## config.mk

```make
export PLATFORM = sky130hd
export DESIGN_NAME = oled_request_arbiter
export DESIGN_NICKNAME = d
export VERILOG_FILES = /design/src/rtl/oled_pkg.sv /design/src/rtl/rr_priority_picker.sv /design/src/rtl/oled_request_arbiter.sv
export SDC_FILE = /design/constraint.sdc
export NUM_CORES = 1
export LEC_CHECK = 0
export CORE_MARGIN = 1
export CORE_UTILIZATION = 35
export CTS_CLUSTER_SIZE = 8
export DETAILED_ROUTE_END_ITERATION = 12
export GPL_ROUTABILITY_DRIVEN = 0
export GPL_TIMING_DRIVEN = 0
export HOLD_SLACK_MARGIN = 0.02
export PLACE_DENSITY = 0.83
export SYNTH_ARGS = -nofsm -noshare
export SYNTH_HDL_FRONTEND = slang
export SYNTH_SLANG_ARGS = --single-unit
```

## constraint.sdc

```tcl
create_clock -name i_CLK -period 2.18 [get_ports i_CLK]
set_input_delay 0.327 -clock i_CLK [delete_from_list [all_inputs] [get_ports i_CLK]]
set_output_delay 0.327 -clock i_CLK [all_outputs]
set_load 0.01 [all_outputs]
```

## src/rtl/oled_pkg.sv

```systemverilog
// Shared encodings for the OLED request arbiter: OLED_interface mode codes,
// default colour width and arbiter state encodings.
package oled_pkg;

  localparam logic [1:0] MODE_TURNON        = 2'b00;
  localparam logic [1:0] MODE_FILL_SCREEN   = 2'b01;
  localparam logic [1:0] MODE_PIXEL_DISPLAY = 2'b10;

  localparam int DEF_COLOR_BITS = 8;

  typedef enum logic [2:0] {
    ST_IDLE     = 3'd0,
    ST_ARB      = 3'd1,
    ST_WAIT_RDY = 3'd2,
    ST_ISSUE    = 3'd3,
    ST_RUN      = 3'd4,
    ST_FIN      = 3'd5,
    ST_ERR      = 3'd6
  } arb_state_e;

  function automatic logic is_valid_mode(input logic [1:0] m);
    return (m == MODE_TURNON) || (m == MODE_FILL_SCREEN) || (m == MODE_PIXEL_DISPLAY);
  endfunction

  // States that wait on the OLED and are therefore bounded by the timeout.
  function automatic logic is_timed_state(input arb_state_e s);
    return (s == ST_WAIT_RDY) || (s == ST_ISSUE) || (s == ST_RUN);
  endfunction

endpackage

```

## src/rtl/rr_priority_picker.sv

```systemverilog
// Combinational round-robin picker: first set request at or after ptr,
// wrapping modulo N_REQ. Returns a one-hot grant and a valid flag.
module rr_priority_picker #(
  parameter int N_REQ = 3,
  parameter int PTR_W = 2
) (
  input  logic [N_REQ-1:0] req,
  input  logic [PTR_W-1:0] ptr,
  output logic [N_REQ-1:0] gnt,
  output logic             valid
);

  logic             found;
  logic [PTR_W-1:0] idx;

  always_comb begin
    gnt   = '0;
    found = 1'b0;
    idx   = '0;
    for (int i = 0; i < N_REQ; i++) begin
      idx = PTR_W'((int'(ptr) + i) % N_REQ);
      if (!found && req[idx]) begin
        gnt[idx] = 1'b1;
        found    = 1'b1;
      end
    end
  end

  assign valid = |req;

endmodule

```

## src/rtl/oled_request_arbiter.sv

```systemverilog
// Shares one OLED_interface command port between N_REQ requesters: round-robin
// grant, payload latch, START/READY handshake, per-requester done/err pulses.
module oled_request_arbiter
  import oled_pkg::*;
#(
  parameter int N_REQ        = 3,
  parameter int N_COLOR_BITS = DEF_COLOR_BITS,
  parameter int PIXEL_BITS   = 64,
  parameter int SYNC_STAGES  = 2,
  parameter int TIMEOUT      = 2000000
) (
  input  logic                          i_CLK,
  input  logic                          i_RST_N,
  input  logic [N_REQ-1:0]              i_REQ,
  input  logic [2*N_REQ-1:0]            i_REQ_MODE,
  input  logic [N_COLOR_BITS*N_REQ-1:0] i_REQ_TEXT_COLOR,
  input  logic [N_COLOR_BITS*N_REQ-1:0] i_REQ_BG_COLOR,
  input  logic [PIXEL_BITS*N_REQ-1:0]   i_REQ_PIXEL,
  output logic [N_REQ-1:0]              o_GNT,
  output logic [N_REQ-1:0]              o_DONE,
  output logic [N_REQ-1:0]              o_ERR,
  output logic                          o_BUSY,
  input  logic                          i_OLED_READY,
  output logic [1:0]                    o_OLED_MODE,
  output logic                          o_OLED_START,
  output logic [N_COLOR_BITS-1:0]       o_OLED_TEXT_COLOR,
  output logic [N_COLOR_BITS-1:0]       o_OLED_BG_COLOR,
  output logic [PIXEL_BITS-1:0]         o_OLED_PIXEL
);

  localparam int          PTR_W    = (N_REQ > 1) ? $clog2(N_REQ) : 1;
  localparam logic [31:0] TMO_LAST = 32'(TIMEOUT - 1);

  arb_state_e                state_q, state_d;
  logic [PTR_W-1:0]          ptr_q, ptr_d;
  logic [31:0]               tmo_q, tmo_d;
  logic [SYNC_STAGES-1:0]    sync_q, sync_d;
  logic [N_REQ-1:0]          gnt_q, gnt_d;
  logic [N_REQ-1:0]          done_q, done_d;
  logic [N_REQ-1:0]          err_q, err_d;
  logic                      busy_q, busy_d;
  logic                      start_q, start_d;
  logic [1:0]                mode_q, mode_d;
  logic [N_COLOR_BITS-1:0]   text_q, text_d;
  logic [N_COLOR_BITS-1:0]   bg_q, bg_d;
  logic [PIXEL_BITS-1:0]     pixel_q, pixel_d;

  logic                      rdy_s;
  logic                      tmo_hit;
  logic [N_REQ-1:0]          pick_gnt;
  logic                      pick_vld;
  logic [1:0]                pick_mode;
  logic [N_COLOR_BITS-1:0]   pick_text;
  logic [N_COLOR_BITS-1:0]   pick_bg;
  logic [PIXEL_BITS-1:0]     pick_pixel;
  logic [PTR_W-1:0]          pick_ptr;

  rr_priority_picker #(
    .N_REQ (N_REQ),
    .PTR_W (PTR_W)
  ) u_picker (
    .req   (i_REQ),
    .ptr   (ptr_q),
    .gnt   (pick_gnt),
    .valid (pick_vld)
  );

  // READY comes from the SCK domain; only the last stage is used.
  always_comb begin
    sync_d[0] = i_OLED_READY;
    for (int s = 1; s < SYNC_STAGES; s++) begin
      sync_d[s] = sync_q[s-1];
    end
  end

  assign rdy_s   = sync_q[SYNC_STAGES-1];
  assign tmo_hit = (tmo_q == TMO_LAST);

  always_comb begin
    pick_mode  = '0;
    pick_text  = '0;
    pick_bg    = '0;
    pick_pixel = '0;
    pick_ptr   = '0;
    for (int k = 0; k < N_REQ; k++) begin
      if (pick_gnt[k]) begin
        pick_mode  = i_REQ_MODE[k*2 +: 2];
        pick_text  = i_REQ_TEXT_COLOR[k*N_COLOR_BITS +: N_COLOR_BITS];
        pick_bg    = i_REQ_BG_COLOR[k*N_COLOR_BITS +: N_COLOR_BITS];
        pick_pixel = i_REQ_PIXEL[k*PIXEL_BITS +: PIXEL_BITS];
        pick_ptr   = (k == N_REQ - 1) ? '0 : PTR_W'(k + 1);
      end
    end
  end

  always_ff @(posedge i_CLK) begin
    if (!i_RST_N) begin
      state_q <= ST_IDLE;
      ptr_q   <= '0;
      tmo_q   <= '0;
      sync_q  <= '0;
      gnt_q   <= '0;
      done_q  <= '0;
      err_q   <= '0;
      busy_q  <= 1'b0;
      start_q <= 1'b0;
      mode_q  <= '0;
      text_q  <= '0;
      bg_q    <= '0;
      pixel_q <= '0;
    end else begin
      state_q <= state_d;
      ptr_q   <= ptr_d;
      tmo_q   <= tmo_d;
      sync_q  <= sync_d;
      gnt_q   <= gnt_d;
      done_q  <= done_d;
      err_q   <= err_d;
      busy_q  <= busy_d;
      start_q <= start_d;
      mode_q  <= mode_d;
      text_q  <= text_d;
      bg_q    <= bg_d;
      pixel_q <= pixel_d;
    end
  end

  // Timeout takes precedence over READY in every waiting state.
  always_comb begin : next_state
    state_d = state_q;
    case (state_q)
      ST_IDLE:     if (|i_REQ) state_d = ST_ARB;
      ST_ARB: begin
        if (!pick_vld)                    state_d = ST_IDLE;
        else if (!is_valid_mode(pick_mode)) state_d = ST_ERR;
        else                              state_d = ST_WAIT_RDY;
      end
      ST_WAIT_RDY: begin
        if (tmo_hit)    state_d = ST_ERR;
        else if (rdy_s) state_d = ST_ISSUE;
      end
      ST_ISSUE: begin
        if (tmo_hit)     state_d = ST_ERR;
        else if (!rdy_s) state_d = ST_RUN;
      end
      ST_RUN: begin
        if (tmo_hit)    state_d = ST_ERR;
        else if (rdy_s) state_d = ST_FIN;
      end
      ST_FIN:  state_d = ST_IDLE;
      ST_ERR:  state_d = ST_IDLE;
      default: state_d = ST_IDLE;
    endcase
  end

  always_comb begin : output_logic
    gnt_d   = gnt_q;
    busy_d  = busy_q;
    start_d = start_q;
    done_d  = '0;
    err_d   = '0;
    mode_d  = mode_q;
    text_d  = text_q;
    bg_d    = bg_q;
    pixel_d = pixel_q;
    ptr_d   = ptr_q;
    tmo_d   = (state_d != state_q) ? '0 :
              (is_timed_state(state_q) ? tmo_q + 32'd1 : '0);
    case (state_q)
      ST_ARB: begin
        if (pick_vld) begin
          gnt_d   = pick_gnt;
          busy_d  = 1'b1;
          mode_d  = pick_mode;
          text_d  = pick_text;
          bg_d    = pick_bg;
          pixel_d = pick_pixel;
          ptr_d   = pick_ptr;
        end
      end
      ST_WAIT_RDY: if (state_d == ST_ISSUE) start_d = 1'b1;
      ST_ISSUE:    if (state_d == ST_RUN)   start_d = 1'b0;
      ST_FIN: begin
        done_d = gnt_q;
        gnt_d  = '0;
        busy_d = 1'b0;
      end
      ST_ERR: begin
        err_d   = gnt_q;
        start_d = 1'b0;
        gnt_d   = '0;
        busy_d  = 1'b0;
      end
      default: ;
    endcase
  end

  assign o_GNT             = gnt_q;
  assign o_DONE            = done_q;
  assign o_ERR             = err_q;
  assign o_BUSY            = busy_q;
  assign o_OLED_MODE       = mode_q;
  assign o_OLED_START      = start_q;
  assign o_OLED_TEXT_COLOR = text_q;
  assign o_OLED_BG_COLOR   = bg_q;
  assign o_OLED_PIXEL      = pixel_q;

endmodule

```

### Yosys cells after proc, flatten, opt, wreduce, memory -nomap -nowiden

Cells that the tools add are included.

| word-level totals | value |
|---|---|
| input port bits | 252 |
| register bits | 132 |
| output and inout port bits | 93 |
| logic and storage cells | 116 |

| cells by class | value |
|---|---|
| bitwise operators | 4 |
| reductions and logical operators | 23 |
| divide/modulo/power cells | 3 |
| add/subtract/negate cells | 3 |
| eq/ne operators | 15 |
| $lt $le $gt $ge | 6 |
| mux-type cells | 49 |

Operators by type and width:

| cell | number |
|---|---|
| $mux 64 | 3 |
| $mod 32x3->32 const B | 2 |
| $mux 8 | 6 |
| $mux 3 | 13 |
| $add 32x1->32 const B | 1 |
| $eq 32x21->1 const B | 1 |
| $mod 3x3->32 const B | 1 |
| $pmux 3 s5 | 1 |
| $eq 3x3->1 const B | 4 |
| $mux 1 | 12 |
| $mux 2 | 5 |
| $eq 3x2->1 const B | 3 |
| $lt 2x3->1 const B | 3 |
| $reduce_and 2->1 | 4 |
| $bmux 1 s2 | 3 |
| $demux 1 s2 | 3 |
| $ge 2x1->1 const B | 3 |
| $or 3x3->3 | 2 |
| $pmux 3 s2 | 1 |
| $reduce_or 3->1 | 2 |
| $logic_and 1x1->1 | 5 |
| $logic_or 1x1->1 | 4 |
| $ne 2x1->1 const B | 2 |
| $add 2x1->3 const B | 1 |
| 16 further kinds | 18 |

### Longest topological paths before layout

| depth | value |
|---|---|
| word-level depth | 22 |
| depth in mapped cells | 11 |
| mapped depth without buffers | 8 |

### Modules after synthesis

From an unflattened synthesis, not the netlist that was laid out.

| unflattened totals | value |
|---|---|
| cells, all modules | 867 |
| area, all modules | 7,195.7 sq um |

By module, submodules not included:

| module | instances | sequential area each (sq um) | area each (sq um) | cells each |
|---|---|---|---|---|
| oled_request_arbiter | 1 | 2,642.5 | 6,916.6 | 830 |
| rr_priority_picker | 1 | 0.0 | 279.0 | 37 |

### Worst setup path before layout

No wires, ideal clock.

| timing path | value |
|---|---|
| kind | register to register |
| from | register ptr_q[0] |
| to | register bg_q[0], in the netlist o_OLED_BG_COLOR[0] |
| arrival | 2.189 ns |
| slack | -0.087 ns |
| data required time | 2.102 ns |
| stages on the path, launching flop included | 11 |
| setup time | 0.078 ns |
| path buffers | 2 |
| clock period less this slack | 2.267 ns |
| cell sequence | dfxtp_1 -> inv_1 -> ha_1 -> buf_4 -> mux2i_1 -> o31ai_1 -> a211oi_2 -> nor3_4 -> clkbuf_1 -> a221oi_1 -> nor3_1 |

| on the way | value |
|---|---|
| word-level cells in the longest chain between the ends | 13 |
| elaborated cells between the ends (all ways) | 40 |
| those cells by class | 2 x add/sub; 3 x div; 6 x order compare; 20 x mux; 2 x bitwise; 7 x reduce/logical |

RTL lines:

| item | RTL line | text |
|---|---|---|
| start, declared | oled_request_arbiter.sv:35 | `logic [PTR_W-1:0] ptr_q, ptr_d;` |
| start signal, assigned | oled_request_arbiter.sv:113 | `ptr_q <= ptr_d;` |
| $add 2x1->3 / $mod 3x3->32 (equally long branches) | rr_priority_picker.sv:21 | `idx = PTR_W'((int'(ptr) + i) % N_REQ);` |
| $mod 32x3->32 (tied with other cells) | rr_priority_picker.sv:21 |  |
| $lt 2x3->1 (implied by the code) (tied with other cells) | rr_priority_picker.sv:23 | `gnt[idx] = 1'b1;` |
| $logic_and 1x1->1 (implied by the code) (tied with other cells) | rr_priority_picker.sv:23 |  |
| $mux 1 (implied by the code) (tied with other cells) | rr_priority_picker.sv:23 |  |
| $demux 1 s2 (tied with other cells) | -- |  |
| $or 3x3->3 (no source line) / $mux 1 (equally long branches) | -- |  |
| $mux 3 / $logic_not 1->1 (equally long branches) | rr_priority_picker.sv:22 | `if (!found && req[idx]) begin` |
| $or 3x3->3 (no source line) / $logic_and 1x1->1 (equally long branches) | -- |  |
| $mux 3 * | rr_priority_picker.sv:22 |  |
| $mux 8 (2 in series) | oled_request_arbiter.sv:86 | `if (pick_gnt[k]) begin` |
| $mux 8 * | oled_request_arbiter.sv:86 |  |
| end signal, assigned | oled_request_arbiter.sv:123 | `bg_q <= bg_d;` |
| end, declared | oled_request_arbiter.sv:45 | `logic [N_COLOR_BITS-1:0] bg_q, bg_d;` |

Every way passes the cells marked *; elsewhere a longest branch is shown, timed or not. The select of a mux whose other input is x is not followed.
A chain may end at the register's enable or synchronous reset.

### Worst setup path after layout

| timing path | value |
|---|---|
| from | register ptr_q[1] |
| to | register bg_q[4], in the netlist o_OLED_BG_COLOR[4] |

Same word-level chain as after synthesis.

==> out/metrics.cfg <==
[clocking]
clkTransAtPathRegs_ns=0.07
clockBufferDepth=2
clockRootBuffer=clkbuf_16
clock_latency_ns=0.43
hold_buffers=0
clock-sinks=132
tritoncts=yes
h-tree-depth=4
numCtsBuffers=17

[floorplanning]
coreArea_um2=17360
fp.dieH_um=135.7
fp.dieW_um=135.7
start_util_pct=36.02
die_area_um2=18400
num_rows=48
io_pins=345

[synthesis]
async_reset_ff_share_pct=0
netlist_instances=758
syn-cell-area_um2=6252
yosys.cell_types.count=53
synth_top_family_by_area=simple AND/OR/NAND/NOR gates
synth_adder_area_share_pct=1.001
ys.flop_type=dfxtp_1
synthSimpleGateAreaFrac_pct=24.61
ys_top_cells_by_count=132 x dfxtp_1, 132 x nor2_1, 87 x nor3_1, 85 x o21ai_0, 80 x a221oi_1
synth_compound_area_share_pct=22.45
synth.largest_area_cell=dfxtp_1
ys_warn_count=0
synth_fp_nets=1015
yosysSeqAreaShare_pct=42.27
synth_mux_area_share_pct=0.4803
synth-edff-count=0
avgSynthCellArea_um2=8.248
synth_top_area_share_pct=42.27
yosys-top-cells-area=dfxtp_1 42%, a221oi_1 11%, nor2_1 7.9%
ys_ff_latch=132
synth_xor_area_share_pct=4.203

[setup_path]
worstSetupPathType=flop to flop
startpoint_type=flop
worstPathArrival_ns=2.80
r2r-start=ptr_q[1]
critPathRequiredTime_ns=2.50
crit_start=ptr_q[1]
path_max_fanout=6
end_kind=flop

[job]
drv_cap=0

[drt]
avgViaCountPerCell=5.836
wirelength_mm=33.32
drc=0
vias=8060
drt_pass1_iterations=5
drt_iter0_markers=612
ant_nets=0
post_drt_wl_per_cell_um=24.13

[global_route]
grt_first_pass_wirelength_mm=45.58
grt.overflow.total=0
groute.usage.overall_pct=33.61
grt_pass1_vias=7919
antenna_found_initial=3
grt_max_degree=17

[layout]
area_growth_syn_to_layout_pct=98.92
drive_gt1_share_pct=21.60
layout.nets=1399
design_area_um2=12440

[outcome]
violations=negative setup slack
status=complete, but fails checks

[pwr]
ir_worst_vdd_mv=0.6828
p_leak_nw=4.561
p_per_area_nw_per_um2=830.0

[timing]
timing.hold.ws_ns=0.4374
finalSetupViolations=84
tightestPinTransition_ns=0.6650
slew_viol_final=0
rsz0062_at_grt=yes
hold_viol=0
maxSlewHeadroom_pct=55.67
period_share_pct=113.7
layout_setup_ws_ns=-0.2977
clock-skew-final_ns=0.01581
fmax_mhz=403.6
period_needed_ns=2.478

[place]
dpl_cell_area_um2=10050
hpwl_mm=22.02
io_buffers=343

[min_path]
hp-class=flop to flop
worstHoldStart=sync_q[0]

critical path, stage by stage (launching register included):
cell       delay, ns
dfxtp_4         0.37
inv_4           0.05
ha_4            0.15
buf_6           0.12
mux2i_4         0.19
o211ai_1        0.31
o22ai_4         0.16
nor3_4          0.27
buf_6           0.23
clkbuf_16       0.18
a221oi_2        0.06
nor3_1          0.29
path summary, 6_finish.rpt:
check                        to  slack (ns)  cells after the start
min reg2reg           sync_q[1]        0.44                      1
min                   sync_q[1]        0.44                      1
max reg2reg  o_OLED_BG_COLOR[4]       -0.30                     11
max          o_OLED_BG_COLOR[4]       -0.30                     11
flip-flops by register name (all words and copies together) (netlist names):
| register | cells |
|---|---|
| o_OLED_BG_COLOR | 8 |
| o_GNT | 3 |
| o_ERR | 3 |
| o_OLED_PIXEL | 64 |
| o_OLED_TEXT_COLOR | 8 |
| ptr_q | 2 |
| o_OLED_START | 1 |
| o_DONE | 3 |
| o_OLED_MODE | 2 |
| o_BUSY | 1 |
| sync_q | 2 |
| state_q | 3 |
| tmo_q | 32 |
power by group:
| group | switching [W] | leakage, nW | internal, W | total [W] |
|---|---|---|---|---|
| sequential | 0.000237 | 1.08 | 0.00276 | 0.00300 |
| combinational | 0.00231 | 3.20 | 0.00218 | 0.00449 |
| clock | 0.00108 | 0.285 | 0.00176 | 0.00284 |
routing by layer:
layer | up-vias | global-route usage (%) | wire [um]
li1 | 3584 | - | -
met1 | 3828 | 38.24 | 12280
met2 | 504 | 53.37 | 15110
met3 | 144 | 13.66 | 3927
met4 | 0 | 18.41 | 2001
met5 | - | 0 | 0
cell type report:
class	instances	area, um2
inverter	10	42.54
antenna	3	7.507
clock buffer	21	470.5
timing repair buffer	366	3730
clock inverter	9	105.1
buffer	61	638.1
sequential	132	2650
multi-input combinational	554	4512
fill	1163	4920
tap	225	281.5
cell families (layout without fill, tap and decap cells):
| logic type | after synthesis | after routing |
|---|---|---|
| buffers and inverters | 72 | 467 |
| AOI/OAI and AO/OA | 200 | 200 |
| DFF | 132 | 132 |
| xor gates and xnor gates | 30 | 30 |
| and+or+nand+nor | 316 | 316 |
| muxes | 3 | 3 |
| other | 0 | 3 |
| adders and majority gates | 5 | 5 |
placed cells by master (no fill, tap or decap), types with 4 or more instances in the layout:
cell and n:
and2_1 12, nor3_2 26, clkinv_2 4, buf_12 10, nand4_1 8, a21oi_1 5, xor2_1 14, and4_1 5
clkdlybuf4s50_1 340, nor3_4 4, a221oi_2 50, inv_1 8, clkbuf_8 6, buf_8 5, xnor2_1 16, o21ai_0 84
dfxtp_1 130, nor2b_1 5, nand2_1 18, nor3_1 59, clkbuf_1 22, nor2_1 114, clkbuf_16 25, a221oi_4 30
nand3_1 13, nor4_1 4, buf_4 15, nor2_2 17, and3_1 5, nand2b_1 5, buf_6 17
per-stage QoR:
stage               setup TNS (ns)  setup WS [ns]  instances  total power, W  utilization, %
floorplan                  -0.4252       -0.01078        758        0.004312               -
global placement            -92.46         -1.165       1326        0.005982           57.93
detailed placement         -101.30         -1.261       1326        0.006027           57.93
CTS                         -12.72        -0.2099       1369        0.009711           68.12
global route                -18.38        -0.3552       1381         0.01070           71.66
finish                      -13.08        -0.2977       1381         0.01032           71.66
timing repair:
action / 4_1_cts / 5_1_grt
buffers inserted: 13 / 5
resized for setup: 175 / 103
pin swaps: 17 / 33
gates cloned: 1 / 5
setup endpoints to repair: 118 / 117
(Power assumes the default switching activity.)
==> patch 1, RTL diff (same settings) <==
`pixel_q` no longer has a reset.
--- a/src/rtl/oled_request_arbiter.sv
+++ b/src/rtl/oled_request_arbiter.sv
@@ -108,5 +108,4 @@
       text_q  <= '0;
       bg_q    <= '0;
-      pixel_q <= '0;
     end else begin
       state_q <= state_d;
@@ -122,6 +121,9 @@
       text_q  <= text_d;
       bg_q    <= bg_d;
-      pixel_q <= pixel_d;
     end
+  end
+
+  always_ff @(posedge i_CLK) begin
+    pixel_q <= pixel_d;
   end
 
Function: differs if i_RST_N is asserted again (counterexample within 4 cycles, from zero or initial values and one cycle with i_RST_N low); with i_RST_N held inactive, the same outputs for 4 cycles.
==> patch 1 against the unedited design <==
  * The flow still finishes with violations (setup timing)
  * First-iteration DRC count fell by 19%
  * Synthesized area increased by 7.8%
  * Cell area down 3.6%
  * Setup slack worse by 0.14 ns
  * Combinational power shrank 18%
  * Power fell by 7.5%
  * Sequential cell count stayed put
  * Wire length decreased by 16%
  * Die area rose by 7.7%
  * Critical path type unchanged
==> patch 1: results (changes against the unedited design) <==
status finished, violations left; failing checks setup timing; Vias 7630 (-5.3%); Post-synth EDFFs 64 (+64); Synth async-reset ratio 0% (unchanged); placed cell count 1364 (+2.9%); drt initial violations 493 (-19%); Post-Synth Adder-Cell Area 0.928% (-0.072 points); later-pin clock latency in the skew report 0.41 ns (-0.02 ns); final setup margin -0.440 ns (-0.143 ns); Worst path max stage delay 0.53 ns (+0.16 ns); Fin Clk Skew 0.0112 ns (-0.00458 ns); Fin. Hold Viols 0 (unchanged); CP delay by family, top simple AND/OR/NAND/NOR gates; XOR/XNOR Fraction of Synth Area 3.90% (-0.30 points); most frequent cells after synthesis 128 x nand2_1, 118 x nor2_1, 91 x nand3_1; Distinct cells, synth 48 (-9.4%); first-pass GRT wire length 40.3 mm (-11%); Crit-path slowest cell or4_4; synth top area cells edfxtp_1 29%, dfxtp_1 20%, nand2_1 7.1%, nand3_1 6.8%, nor2_1 6.6%; Inserted Diodes 0 (-3); Leakage 4.25 nW (-6.8%); CP Max Fanout 10 (+4); final number of setup-violating endpoints 85 (+1.2%); syn avg cell area 8.57 um^2 (+3.9%); initial antenna violation count 0 (-3); DR vias/cell 5.37 (-8.1%); final hold slack 0.437 ns (-0.000818 ns); Syn Nets 1043 (+2.8%); Worst EP arrival 2.84 ns (+0.04 ns); compound-cell area share of the yosys netlist 15.3% (-7.2 points); DP Wirelength 19.8 mm (-10%); vias in the first global route 7374 (-6.9%); IO buf count 344 (+0.29%); Post-Route WL 28.0 mm (-16%); worst vdd ir 0.540 mV (-21%); mux contribution to synthesized area 0.297% (-0.18 points); Initial DRT Pass Iterations 5 (unchanged); Total GRT Usage 26.9% (-6.7 points); share of layout cells above drive strength 1 16.8% (-4.8 points); Seq/Total Area, Yosys 48.7% (+6.5 points); # rows 50 (+4.2%); Worst-Margin Slew 0.622 ns (-0.0425 ns)
patch 1: cells by family after synthesis:
group / count (synthesis)
and+or+nand+nor: 401
muxes: 2
xor gates and xnor gates: 30
DFF: 132
buffers and inverters: 65
AOI/OAI and AO/OA: 151
adders and majority gates: 5
patch 1: cell type report:
cell class,count,area [um^2]
multi-input combinational,589,3590
buffer,59,508
inverter,6,22.5
clock buffer,24,498
fill,1482,6780
timing repair buffer,370,3740
tap,234,293
sequential,132,3290
clock inverter,8,47.5
patch 1: stage by stage:
| stage | setup WS (ns) | TNS [ns] | power [mW] | area (um^2) |
|---|---|---|---|---|
| 2_1_floorplan | -0.148 | -9.07 | 4.70 | 6780 |
| 3_3_place_gp | -1.19 | -133.22 | 6.20 | 10500 |
| 3_5_place_dp | -1.27 | -143.40 | 6.26 | 10500 |
| 4_1_cts | -0.423 | -30.24 | 9.32 | 11600 |
| 5_1_grt | -0.505 | -38.02 | 9.93 | 12000 |
| 6_report | -0.440 | -28.48 | 9.54 | 12000 |
patch 1: per-layer routing:
layer | wire length, um | GRT usage, %
met3 | 2300 | 8.05
met4 | 1210 | 14.0
met5 | 0 | 0
met1 | 10500 | 29.9
met2 | 14000 | 46.7
patch 1: final timing paths:
path | startpoint | end | cells after the start
worst max-delay path | ptr_q[0] | o_OLED_PIXEL[45] | 10
worst min-delay path | sync_q[0] | sync_q[1] | 1
worst max register to register | ptr_q[0] | o_OLED_PIXEL[45] | 10
worst min register to register | sync_q[0] | sync_q[1] | 1
patch 1: what timing repair did:
item                       CTS  global route
setup buffers               17             5
pin swaps                   40            32
setup endpoints to repair  184           120
gates resized for setup     98            88
gates cloned                 2             3
patch 1: where the power goes:
part | switching, mW | total, mW | internal [mW]
clock | 1.07 | 2.67 | 1.60
sequential | 0.102 | 3.17 | 3.07
combinational | 1.87 | 3.70 | 1.84
total | 3.04 | 9.54 | 6.50
==> patch 2, RTL diff (same flow settings) <==
Without the edit above. Set the parameter `SYNC_STAGES` to 1 (it was 2).
--- a/src/rtl/oled_request_arbiter.sv
+++ b/src/rtl/oled_request_arbiter.sv
@@ -7,5 +7,5 @@
   parameter int N_COLOR_BITS = DEF_COLOR_BITS,
   parameter int PIXEL_BITS   = 64,
-  parameter int SYNC_STAGES  = 2,
+  parameter int SYNC_STAGES  = 1,
   parameter int TIMEOUT      = 2000000
 ) (
Function: changed (Yosys sat finds a counterexample within 4 cycles, from zero or initial values and one cycle with i_RST_N low).
==> patch 2 against the unedited design <==
  * The flow still finishes with violations (setup timing)
  * Cell area rose by 3.2%
  * First-iteration DRC count fell by 8.7%
  * Power rose by 7.5%
  * Setup slack got worse by 0.090 ns
  * Cell count rose by 4.1%
  * Sequential cell count fell by 1
  * Synthesized area rose by 8.6%
  * Wire length rose by 0.61%
  * Critical path type unchanged
  * Highest routed layer unchanged
==> patch 2: results (changes against the unedited design) <==
status finished, violations left; failing checks setup timing; reg2reg end o_OLED_PIXEL[5]; post-CTS sizing 121 (-31%); share of layout cells above drive strength 1 24.5% (+2.9 points); DP Wirelength 20.3 mm (-8.0%); Hold Path End o_OLED_MODE[1]; placed cell count 1375 (+3.7%); initial antenna violation count 2 (-1); placed cell areas 10600 um^2 (+5.7%); CLK BUF 18 (-14%); Worst-Margin Slew 0.652 ns (-0.0127 ns); Seq/total area 20.5% (-0.77 points); final number of setup-violating endpoints 118 (+40%); Crit-path slowest cell nor3_1; Fin Clk Skew 0.0166 ns (+0.000806 ns); CP delay by family, top simple AND/OR/NAND/NOR gates; Post-Synth Adder-Cell Area 0.921% (-0.080 points); mux contribution to synthesized area 0.497% (+0.017 points); multi-input combinational area share 37.1% (+0.83 points); Clock-cell share 4.93% (+0.31 points); Tapcells 260 (+16%); Total GRT Usage 28.6% (-5.0 points); Setup Buffers After CTS 16 (+3); Synth async-reset ratio 0% (unchanged); FF+latch count, synth 131 (-0.76%); hold depth 2 (+1); Vias 8585 (+6.5%); Distinct cells, synth 62 (+17%); inverters 11 (+1); # fillers 1316 (+13%); multi-input gates 557 (+0.54%); Worst Setup Slack post-DPL -1.25 ns (+0.0157 ns); vias in the first global route 8111 (+2.4%); Seq/Total Area, Yosys 38.6% (-3.7 points); DR vias/cell 5.97 (+2.3%); compound-cell area share of the yosys netlist 24.7% (+2.2 points); Root Buffer clkbuf_16; flop2flop setup slack -0.39 ns (-0.09 ns); syn avg cell area 8.80 um^2 (+6.7%); nonclk buf count 445 (+4.2%); Leakage 4.26 nW (-6.7%); XOR/XNOR Fraction of Synth Area 4.11% (-0.095 points); most frequent cells after synthesis 176 x nor3_1, 131 x dfxtp_1, 86 x o21ai_0; Syn Nets 1029 (+1.4%); final setup margin -0.387 ns (-0.0897 ns); FF-to-FF Start ptr_q[0]; Worst EP arrival 2.87 ns (+0.07 ns); final hold slack 0.485 ns (+0.0478 ns); Setup TNS Final -19.94 ns (-6.86 ns); Inserted Diodes 2 (-1); Wirelength per Cell 23.3 um (-3.4%); first-pass GRT wire length 43.8 mm (-3.8%); synth top area cells dfxtp_1 39%, nor3_1 13%, a221oi_2 9.1%, o21ai_0 6.3%, a221oi_1 5.2%; CP Max Fanout 10 (+4); drt initial violations 559 (-8.7%); min-delay src o_OLED_MODE[1]; worst vdd ir 0.519 mV (-24%)
-- patch 2: cell count changes after synthesis, moves of 8 or more --
cell	before	now
buf_6	0	9
nor2_1	132	46
nor3_2	1	9
nor3_1	87	176
a221oi_1	80	40
a221oi_2	0	41
-- patch 2: worst max path at each step --
stage / startpoint / endpoint / slack, ns / depth (start not counted)
after CTS: ptr_q[0] / o_OLED_PIXEL[42] / -0.13 / 11
after global placement: i_REQ[2] / o_OLED_PIXEL[43] / -1.27 / 7
after global routing: ptr_q[0] / o_OLED_PIXEL[5] / -0.35 / 10
after detailed placement: i_REQ[2] / o_OLED_PIXEL[43] / -1.25 / 7
final: ptr_q[0] / o_OLED_PIXEL[5] / -0.39 / 10
after floorplan: ptr_q[0] / o_OLED_PIXEL[40] / -0.01 / 12
-- patch 2: power groups by stage --
stage / registers, mW / logic (mW) / clock network [mW]
after floorplan: 3.16 / 1.66 / 0
after global placement: 3.00 / 3.59 / 0
after detailed placement: 3.01 / 3.62 / 0
after CTS: 2.97 / 4.24 / 3.13
after global routing: 3.03 / 5.18 / 3.24
final: 3.00 / 4.97 / 3.13
-- patch 2: routing by layer --
| layer | part of all wire [%] | global-route usage, % | up-vias | wire length, um |
|---|---|---|---|---|
| met3 | 6.5 | 5.70 | 163 | 2190 |
| met4 | 7.0 | 17.0 | 0 | 2360 |
| met1 | 37 | 32.6 | 4162 | 12200 |
| met2 | 50 | 49.6 | 539 | 16700 |
| li1 | - | - | 3721 | - |
| met5 | 0 | 0 | - | 0 |
-- patch 2: worst reg2reg max path, cell delays in order, from the launching register on --
cell and delay [ns]:
dfxtp_4 0.36, inv_2 0.11, ha_4 0.25, mux2i_4 0.21
o21a_4 0.27, a2bb2oi_4 0.16, or2_4 0.30, buf_12 0.16
buf_6 0.15, nor3_1 0.38, nor3_2 0.10
